<file path="src/rtl/alarm_ctrl.sv">
// Alarm annunciator controller: latches an alarm until acknowledged, escalates
// on timeout, then holds off re-arming for a fixed interval.
module alarm_ctrl #(
  parameter int unsigned TIMEOUT = 100,
  parameter int unsigned HOLDOFF = 16
) (
  input  logic       clk,
  input  logic       rst,
  input  logic       alarm,
  input  logic       ack,
  input  logic       en,
  input  logic       clr_cnt,
  output logic       buzz,
  output logic       escalate,
  output logic [7:0] alarm_cnt,
  output logic [2:0] state
);

  typedef enum logic [2:0] {
    IDLE   = 3'd0,
    ACTIVE = 3'd1,
    ESCAL  = 3'd2,
    ACKED  = 3'd3,
    HOLD   = 3'd4
  } st_t;

  localparam logic [15:0] TO_LAST = 16'(TIMEOUT - 1);
  localparam logic [15:0] HO_LAST = 16'(HOLDOFF - 1);

  st_t         cur, nxt;
  logic [15:0] timer;
  logic        raise;

  always_ff @(posedge clk or negedge rst) begin
    if (!rst) cur <= IDLE;
    else      cur <= nxt;
  end

  // ack beats timeout in ACTIVE, so escalate never shows on a tie
  always_comb begin
    nxt   = cur;
    raise = 1'b0;
    if (!en) begin
      nxt = IDLE;
    end else begin
      case (cur)
        IDLE: begin
          if (alarm) begin
            nxt   = ACTIVE;
            raise = 1'b1;
          end
        end
        ACTIVE: begin
          if (ack)                  nxt = ACKED;
          else if (timer == TO_LAST) nxt = ESCAL;
        end
        ESCAL:   if (ack)             nxt = ACKED;
        ACKED:   if (!alarm)          nxt = HOLD;
        HOLD:    if (timer == HO_LAST) nxt = IDLE;
        default: nxt = IDLE;
      endcase
    end
  end

  always_comb begin
    buzz     = (cur == ACTIVE) || (cur == ESCAL);
    escalate = (cur == ESCAL);
    state    = cur;
  end

  // one timer serves both the ACTIVE timeout and the HOLD interval
  always_ff @(posedge clk or negedge rst) begin
    if (!rst)                         timer <= '0;
    else if (!en || nxt != cur)       timer <= '0;
    else if (cur == ACTIVE || cur == HOLD) timer <= timer + 16'd1;
  end

  always_ff @(posedge clk or negedge rst) begin
    if (!rst)                             alarm_cnt <= '0;
    else if (clr_cnt)                     alarm_cnt <= '0;
    else if (raise && alarm_cnt != 8'hFF) alarm_cnt <= alarm_cnt + 8'd1;
  end

endmodule

</file>
<file path="config.mk">
export PLATFORM = sky130hd
export DESIGN_NAME = alarm_ctrl
export DESIGN_NICKNAME = d
export VERILOG_FILES = /design/src/rtl/alarm_ctrl.sv
export SDC_FILE = /design/constraint.sdc
export NUM_CORES = 1
export LEC_CHECK = 0
export BUFFER_PORTS_ARGS = -buffer_cell sky130_fd_sc_hd__buf_4
export CAP_MARGIN = 20
export CORE_ASPECT_RATIO = 0.9
export CORE_UTILIZATION = 25
export CTS_CLUSTER_DIAMETER = 30
export DETAILED_ROUTE_END_ITERATION = 10
export MAX_ROUTING_LAYER = met4
export PLACE_DENSITY = 0.46
export SYNTH_ARGS = -nofsm -noshare
export SYNTH_HDL_FRONTEND = slang
export SYNTH_SLANG_ARGS = --single-unit
</file>
<file path="constraint.sdc">
create_clock -name clk -period 2.95 [get_ports clk]
set_clock_uncertainty 0.1 [all_clocks]
set_input_delay 0.295 -clock clk [delete_from_list [all_inputs] [get_ports clk]]
set_output_delay 0.295 -clock clk [all_outputs]
set_load 0.02 [all_outputs]
</file>
[After elaboration in Yosys (flattened, before gate mapping)]
Cells that the tools add are included.
Storage, ports and cells
  flip-flop bits (word level): 27
  word-level logic and storage cells: 36
  memories kept: 0
  bits in latches: 0
  input port bits: 6
  RAM bits: 0
  memory bits (read-only): 0
  output and inout port bits: 13
Cells by class
  bitwise logic cells: 0
  shift-type cells: 0
  order comparisons: 0
  add/sub/neg operators: 2
  divide/modulo/power cells: 0
  reduce and logical (&&, ||, !) cells: 8
  muxes and demuxes: 15
  multipliers: 0
  equal/unequal tests: 8
Operator list (number)
  $mux 16: 2
  $mux 3: 7
  $add 16x1->16 const B: 1
  $eq 16x4->1 const B: 1
  $eq 16x7->1 const B: 1
  $mux 8: 2
  $pmux 3 s5: 1
  $add 8x1->8 const B: 1
  $ne 8x8->1 const B: 1
  $eq 3x2->1 const B: 2
  $reduce_bool 2->1: 2
  $eq 3x1->1 const B: 1
  $eq 3x3->1 const B: 1
  $logic_not 3->1: 1
  $logic_or 1x1->1: 3
  $mux 1: 3
  $ne 3x3->1: 1
  $logic_and 1x1->1: 1
  $logic_not 1->1: 1

[Logic depth before layout (Yosys ltp)]
Gate-level depths: netlist of run 1.
  depth after elaboration: 8
  depth in mapped cells: 6
  gate-level depth less buffers: 5

[Least setup slack after synthesis of run 1]
Ideal clock, no wire load.
  path type: reg2reg
  start point: reg cur[2] (netlist: state[2])
  end point: reg timer[15]
  library setup time: 0.094 ns
  required time: 2.756 ns
  data arrival time: 2.070 ns
  stages on the path, launching flop included: 7
  path slack: 0.686 ns
  path buffers: 2
  period minus slack after synthesis: 2.264 ns
  path through: dfrtp_1 -> buf_6 -> xnor2_2 -> or4b_1 -> buf_2 -> or4_1 -> a211oi_1
On the way
  cells in the longest elaborated chain, start to end: 7
  elaborated cells on any way between the ends: 18
  classes of those cells: eq/ne: 5; mux: 9; reduce/logical: 4
RTL lines
  from (decl): line 30  | st_t cur, nxt;
  from (signal assigned): line 36  | else cur <= nxt;
  $mux 3: line 55  | else if (timer == TO_LAST) nxt = ESCAL;
  $mux 3: line 54  | if (ack) nxt = ACKED;
  $pmux 3 s5: line 46  | case (cur)
  $mux 3: line 43  | if (!en) begin
  $ne 3x3->1: line 74  | else if (!en || nxt != cur) timer <= '0;
  $logic_or 1x1->1: line 74
  $mux 16 or $reduce_bool 2->1 (tied branches)
  to (signal assigned): line 75  | else if (cur == ACTIVE || cur == HOLD) timer <= timer + 16'd1;
  to (decl): line 31  | logic [15:0] timer;
Parallel ways exist; a longest one is shown, timed or not.
A chain may end at the register's enable or synchronous reset.

[Worst setup path after layout of run 1]
  start point: reg cur[0] (netlist: state[0])
  end point: reg timer[15]
The elaborated chain is that of the path after synthesis.

==> impl_metrics.csv, run 1 <==
group,metric,value,unit
outcome,status,"complete, no violations",
clocking,path_clk_slew,0.10,ns
sta,fmax,414,MHz
die,ioPinCount,19,
clocking,tritoncts,"yes",
placed_design,placed_cell_area,1770,µm²
power_and_ir_drop,share_seq_of_total_power,54.6,%
final_layout,drive_above_1_share,14.5,%
drt,wire_per_inst,14.3,µm
sta,worst_pin_slew,0.946,ns
sta,fin_tns_setup,0,ns
placed_design,place.gp.congestion,0.737,
critical_path,startpoint_type,"flip-flop",
sta,rsz0062_at_grt,"no",
yosys,syn_avg_cell_area,9.26,µm²
drt,first_pass_iters,4,
drt,drtAntennaViolNets,0,
sta,finalHoldViolations,0,
placed_design,io_buffers,18,
yosys,ys_ff_latch,27,
drt,viasPerCell,5.25,
drt,drt-initial-drc-count,53,
global_route,grt-ovfl-total,0,
power_and_ir_drop,clockPowerShare,31.1,%
sta,setup_viol,0,
yosys,yosysWarnings,0,
final_layout,area_growth,16.5,%
clocking,htreeDepth,1,
clocking,clock_sinks,27,
power_and_ir_drop,power.internal,509,µW
power_and_ir_drop,peakVddDrop,0.137,mV
clocking,clock_latency,0.28,ns
job,maxCapViolCount,0,
yosys,yosysSeqAreaShare,43.2,%
critical_path,end_kind,"flip-flop",
die,num_rows,26,
sta,drv_slew,0,
sta,timing.final.crit_share,81.9,%
yosys,synth_async_sr_flop_share,100,%
critical_path,cp_max_fo,13,
yosys,synth_nets,177,
power_and_ir_drop,p_leak,0.000681,µW
die,fp.dieArea,6580,µm²
power_and_ir_drop,switching_share,28.0,%
die,core,5860,µm²
clocking,numCtsBuffers,3,
placed_design,dp_hpwl,2470,µm
sta,fin_ws,0.535,ns
yosys,netlist_area,1570,µm²
clocking,post_cts_buffers,0,
global_route,grt_util_all_layers,12.4,%
power_and_ir_drop,power.density,388,nW/µm²
yosys,synth-edff-count,0,
die,die_x,85.4,µm
critical_path,required,3.04,ns
die,dieHeight,77.1,µm
sta,slew_headroom,36.7,%
placed_design,dp_slack,0.571,ns
critical_path,arrival,2.51,ns
global_route,antenna_found_initial,0,
power_and_ir_drop,pwr-share-comb,14.3,%
hold_path,hp-class,"in -> reg",
drt,drt_wl_total,3660,µm
drt,drc,0,
die,start_util,26.7,%
clocking,cts-root-buf,"clkbuf_8",
yosys,synth_ff_type,"dfrtp_1",
clocking,cts_buffer_depth,2,
power_and_ir_drop,p_switching,198,µW
drt,vias,1343,
sta,finalCriticalPeriod,2.41,ns
global_route,grt_max_degree,28,
yosys,synth_top_area_share,43.2,%
global_route,grt_pass1_wl,6250,µm
yosys,synth_area_leaders,"dfrtp_1 (43%), or3_1 (4.0%), xnor2_1 (3.9%), a211oi_1 (3.8%), o21ai_0 (3.5%)",
final_layout,num_antenna_cells,0,
global_route,grt_pass1_vias,1226,
yosys,synth_cell_types,38,
final_layout,finalInstanceArea,1820,µm²
final_layout,final_nets,195,
yosys,yosysTopAreaCell,"dfrtp_1",
yosys,syn_inst,169,
critical_path,crit_type,"reg -> reg",
## layout make-up
type	count	area (µm²)
tap	70	87.6
timing repair buffer	22	168
inverter	6	22.5
clock buffer	3	41.3
multi-input combinational	127	825
fill	619	4030
clock inverter	1	5.00
sequential	27	676
## Yosys cell counts (2+ instances only)
cell	number
dfrtp_1	27
o21ai_0	11
nor3_1	10
or3_1	10
a21oi_1	9
nand2_1	9
a211oi_1	8
nor2_1	8
nand3_1	7
xnor2_1	7
clkbuf_1	6
inv_1	6
nand4_1	5
o31ai_1	5
or4_1	5
nand2b_1	3
nor3b_1	3
o211ai_1	3
ha_1	2
mux2i_1	2
nor4_1	2
nor4b_1	2
nor4bb_1	2
or4b_1	2
xor2_1	2
## through the flow
| step | util (%) | hold WS (ns) | std cells | total power, µW |
|---|---|---|---|---|
| CTS | 31.2 | 0.123 | 256 | 722 |
| detailed placement | 30.2 | 0.146 | 251 | 496 |
| global placement | 30.2 | 0.145 | 251 | 496 |
| finish | 31.2 | 0.131 | 256 | 707 |
| floorplan | - | -0.101 | 169 | 452 |
| global route | 31.2 | 0.123 | 256 | 751 |
## routing by layer
layer | GRT usage (%) | part of all wire (%)
met1 | 17.4 | 53
met4 | 2.50 | 0.68
met2 | 18.4 | 44
met3 | 2.69 | 3.1
met5 | - | 0
## layout by cell type (no fill, tap or decap), drive strengths merged
master / netlist / layout
clkinv: 0 / 1
o21ai: 11 / 11
xor2: 2 / 2
nand2b: 3 / 3
dfrtp: 27 / 27
nand3: 7 / 7
or4: 5 / 5
or4b: 2 / 2
nor4: 2 / 2
nand2: 9 / 9
mux2: 1 / 1
and3: 1 / 1
mux2i: 2 / 2
and3b: 1 / 1
nor4bb: 2 / 2
a31oi: 1 / 1
nand4: 5 / 5
o211ai: 3 / 3
nor3b: 3 / 3
nor2b: 1 / 1
inv: 6 / 6
clkbuf: 6 / 3
or3: 10 / 10
nor2: 8 / 8
nor4b: 2 / 2
a211o: 1 / 1
and4: 1 / 1
dlygate4sd3: 0 / 1
buf: 3 / 21
a21oi: 9 / 9
nand3b: 1 / 1
xnor2: 8 / 8
nor3: 10 / 10
o31ai: 5 / 5
o221ai: 1 / 1
ha: 2 / 2
a211oi: 8 / 8
## path summary, 6_finish.rpt
check | depth (start not counted) | endpoint | slack (ns) | from
worst max-delay path | 4 | timer[15]$_DFFE_PN0P_ | 0.54 | state[0]$_DFF_PN0_
worst min-delay path | 2 | alarm_cnt[3]$_DFFE_PN0P_ | 0.13 | clr_cnt
worst max register to register | 4 | timer[15]$_DFFE_PN0P_ | 0.54 | state[0]$_DFF_PN0_
worst min register to register | 2 | timer[4]$_DFFE_PN0P_ | 0.48 | timer[4]$_DFFE_PN0P_
max in group asynchronous | 2 | timer[5]$_DFFE_PN0P_ | 2.11 | rst
min in group asynchronous | 2 | timer[9]$_DFFE_PN0P_ | 0.37 | rst
## worst max-delay path, cell delays in order (launching register included)
cell      delay, ns
dfrtp_1        0.54
xnor2_2        0.26
or4b_1         0.67
or4_1          0.52
a211oi_1       0.25
## power by group through the flow
stage               registers (µW)  clock network, µW  logic [µW]
floorplan                      394                  0        58.2
global route                   388                249         114
global placement               393                  0         102
detailed placement             393                  0         102
CTS                            386                232         103
finish                         386                220         101
## sequential cells by signal (all words and copies together) (netlist names)
signal,cells
alarm_cnt,8
state,3
timer,16
## timing repair
action / 4_1_cts / 5_1_grt
hold endpoints to repair: 27 / 0
hold buffers: 1 / 0
gates resized for setup: 0 / 0
## cells by family (layout without fill, tap and decap cells)
logic type      Yosys count  after routing  synth area share [%]
xor+xnor                 10             10                  6.08
mux                       3              3                  2.00
buf+inv                  15             32                  4.16
fa+ha+maj                 2              2                  1.60
simple gates             73             73                  27.4
compound gates           39             39                  15.6
flops                    27             27                  43.2
No activity file was read; power rests on OpenSTA's default activity.
==> run 2: changes to the inputs <==
--- a/config.mk
+++ b/config.mk
@@ -12,7 +12,7 @@
 export CTS_CLUSTER_DIAMETER = 30
 export DETAILED_ROUTE_END_ITERATION = 10
 export MAX_ROUTING_LAYER = met4
-export PLACE_DENSITY = 0.46
+export PLACE_DENSITY = 0.47
 export SYNTH_ARGS = -nofsm -noshare
 export SYNTH_HDL_FRONTEND = slang
 export SYNTH_SLANG_ARGS = --single-unit
==> constraint.sdc (replaced) <==
create_clock -name clk -period 2 [get_ports clk]
set_clock_uncertainty 0.1 [all_clocks]
set_input_delay 0.2 -clock clk [delete_from_list [all_inputs] [get_ports clk]]
set_output_delay 0.2 -clock clk [all_outputs]
set_load 0.02 [all_outputs]
==> run 2 against run 1 <==
  * Via count is 3.9% higher
  * Worst setup slack got worse by 0.52 ns
  * Die area is the same
  * Total power increased by 52%
  * Count of clock-buffer cells in the layout rose by 1
  * Critical endpoint is now alarm_cnt[7]$_DFFE_PN0P_
  * Highest routed layer unchanged
==> impl_metrics.csv, run 2 (synthesized netlist as in run 1, its figures left out) <==
group,metric,value,unit
power_and_ir_drop,power.density,511,nW/µm²
critical_path,r2r_cells,6,
global_route,grt_pass1_vias,1414,
drt,drc,0,
drt,viasPerCell,4.99,
critical_path,cp-endpoint,"alarm_cnt[7]$_DFFE_PN0P_",
clocking,numCtsBuffers,3,
final_layout,finalInstanceArea,2100,µm²
critical_path,critPathBufInv,2,
clocking,cts-root-buf,"clkbuf_8",
global_route,grt-ovfl-total,0,
placed_design,dp_slack,-0.0477,ns
drt,drt_wl_total,3900,µm
sta,fmax,503,MHz
final_layout,drive_above_1_share,32.4,%
sta,rsz0062_at_grt,"yes",
die,fp.dieArea,6580,µm²
global_route,grt_pass1_wl,6950,µm
final_layout,num_antenna_cells,0,
clocking,clock_sinks,27,
placed_design,place_inst,273,
sta,fin_tns_setup,0,ns
critical_path,startpoint_type,"flip-flop",
critical_path,required,2.11,ns
critical_path,r2r_slack,0.01,ns
final_layout,fin_cells,280,
critical_path,path_delay_family,"simple AND/OR/NAND/NOR gates",
global_route,antenna_found_initial,0,
drt,first_pass_iters,4,
critical_path,setup.worst_path.start,"state[2]$_DFF_PN0_",
critical_path,crit_slowest_cell,"or4_1",
placed_design,place.gp.congestion,0.761,
clocking,tritoncts,"yes",
critical_path,slowest_delay,0.49,ns
final_layout,area_growth,34.0,%
drt,vias,1396,
sta,fin_ws,0.0120,ns
critical_path,reg2reg_from,"state[2]$_DFF_PN0_",
global_route,grt_util_all_layers,13.4,%
die,die_x,85.4,µm
critical_path,crit_top_cell,"buf_4",
sta,worst_pin_slew,0.342,ns
power_and_ir_drop,power,1070,µW
final_layout,layout.cells.most_common_list,"buf_4 (44), dfrtp_1 (25), o21ai_0 (11)",
final_layout,seq_area,678,µm²
clocking,path_clk_slew,0.09,ns
power_and_ir_drop,p_leak,0.000812,µW
critical_path,crit_type,"reg -> reg",
sta,timing.final.crit_share,99.4,%
critical_path,end_kind,"flip-flop",
placed_design,io_buffers,18,
final_layout,layout_commonest_cell,"buf_4",
sta,setup_viol,0,
final_layout,final_nets,219,
die,dieHeight,77.1,µm
sta,slew_headroom,76.9,%
power_and_ir_drop,peakVddDrop,0.255,mV
final_layout,multi_input_area,912,µm²
critical_path,cp_max_fo,10,
drt,drt-initial-drc-count,29,
die,ioPinCount,19,
critical_path,path_depth,6,
placed_design,placed_cell_area,1950,µm²
clocking,htreeDepth,1,
clocking,cts_buffer_depth,2,
sta,drv_slew,0,
critical_path,arrival,2.10,ns
die,start_util,26.7,%
drt,wire_per_inst,13.9,µm
die,num_rows,26,
die,core,5860,µm²
final_layout,largest_register_ffs,16,
final_layout,nFillCells,610,
sta,finalCriticalPeriod,1.99,ns
sta,finalHoldViolations,0,
global_route,grt_max_degree,28,
outcome,status,"complete, no violations",
hold_path,hp-class,"in -> reg",
job,maxCapViolCount,0,
hold_path,hp-start,"clr_cnt",
clocking,clock_latency,0.27,ns
critical_path,reg2reg_to,"alarm_cnt[7]$_DFFE_PN0P_",
drt,drtAntennaViolNets,0,
critical_path,cp_cell_sequence,"buf_4, nor4b_2, o211ai_1, buf_4, or4_1, a21oi_2",
final_layout,largest-register,"timer",
placed_design,dp_hpwl,2830,µm
==> run 2: changes by cell type in the layout (fill, tap and decap cells not counted), moves of 2 or more <==
cell      before  now
buf_4         21   44
nor3_2         0    5
nor3_1        10    5
dfrtp_1       27   25
a21oi_2        0    2
a211oi_2       0    5
a211oi_1       8    3
dfrtp_2        0    2
a21oi_1        9    7
==> run 2: routing by layer <==
metal	global-route usage, %	part of all wire [%]	wire [µm]	up-vias
li1	-	-	-	714
met1	18.7	53	2050	663
met2	20.3	44	1720	17
met3	2.58	2.5	96	2
met4	2.50	0.69	27	0
met5	-	0	0	-
==> run 2: timing repair <==
action,4_1_cts,5_1_grt
hold buffers,1,0
setup endpoints to repair,11,19
endpoints found under the hold margin,27,0
buffers inserted,0,2
pin swaps,1,4
resized for setup,6,12
cloned,0,0
==> run 2: area by class of cell <==
class | instances | share of cell area (%)
multi-input combinational | 127 | 43.5
sequential | 27 | 32.3
timing repair buffer | 46 | 16.8
tap | 70 | 4.18
clock buffer | 4 | 2.15
inverter | 6 | 1.07
==> run 2: worst min-delay path by stage <==
| stage | endpoint | slack, ns | depth (start not counted) |
|---|---|---|---|
| floorplan | alarm_cnt[0]$_DFFE_PN0P_ | -0.20 | 0 |
| finish | alarm_cnt[5]$_DFFE_PN0P_ | 0.04 | 2 |
| global route | alarm_cnt[5]$_DFFE_PN0P_ | 0.04 | 2 |
| detailed placement | alarm_cnt[0]$_DFFE_PN0P_ | 0.05 | 1 |
| global placement | alarm_cnt[0]$_DFFE_PN0P_ | 0.05 | 1 |
| CTS | alarm_cnt[3]$_DFFE_PN0P_ | 0.03 | 2 |
==> run 2: per-stage QoR <==
step / hold WS [ns] / utilization (%)
global route: 0.0440 / 35.8
CTS: 0.0306 / 34.6
finish: 0.0445 / 35.8
global placement: 0.0474 / 33.2
floorplan: -0.196 / -
detailed placement: 0.0471 / 33.2
==> run 2: power breakdown <==
| part | total, µW | switching (µW) | leakage (µW) | internal, µW |
|---|---|---|---|---|
| logic | 189 | 112 | 0.000417 | 76.8 |
| clock network | 320 | 177 | 0.0000228 | 143 |
| registers | 563 | 9.15 | 0.000372 | 554 |
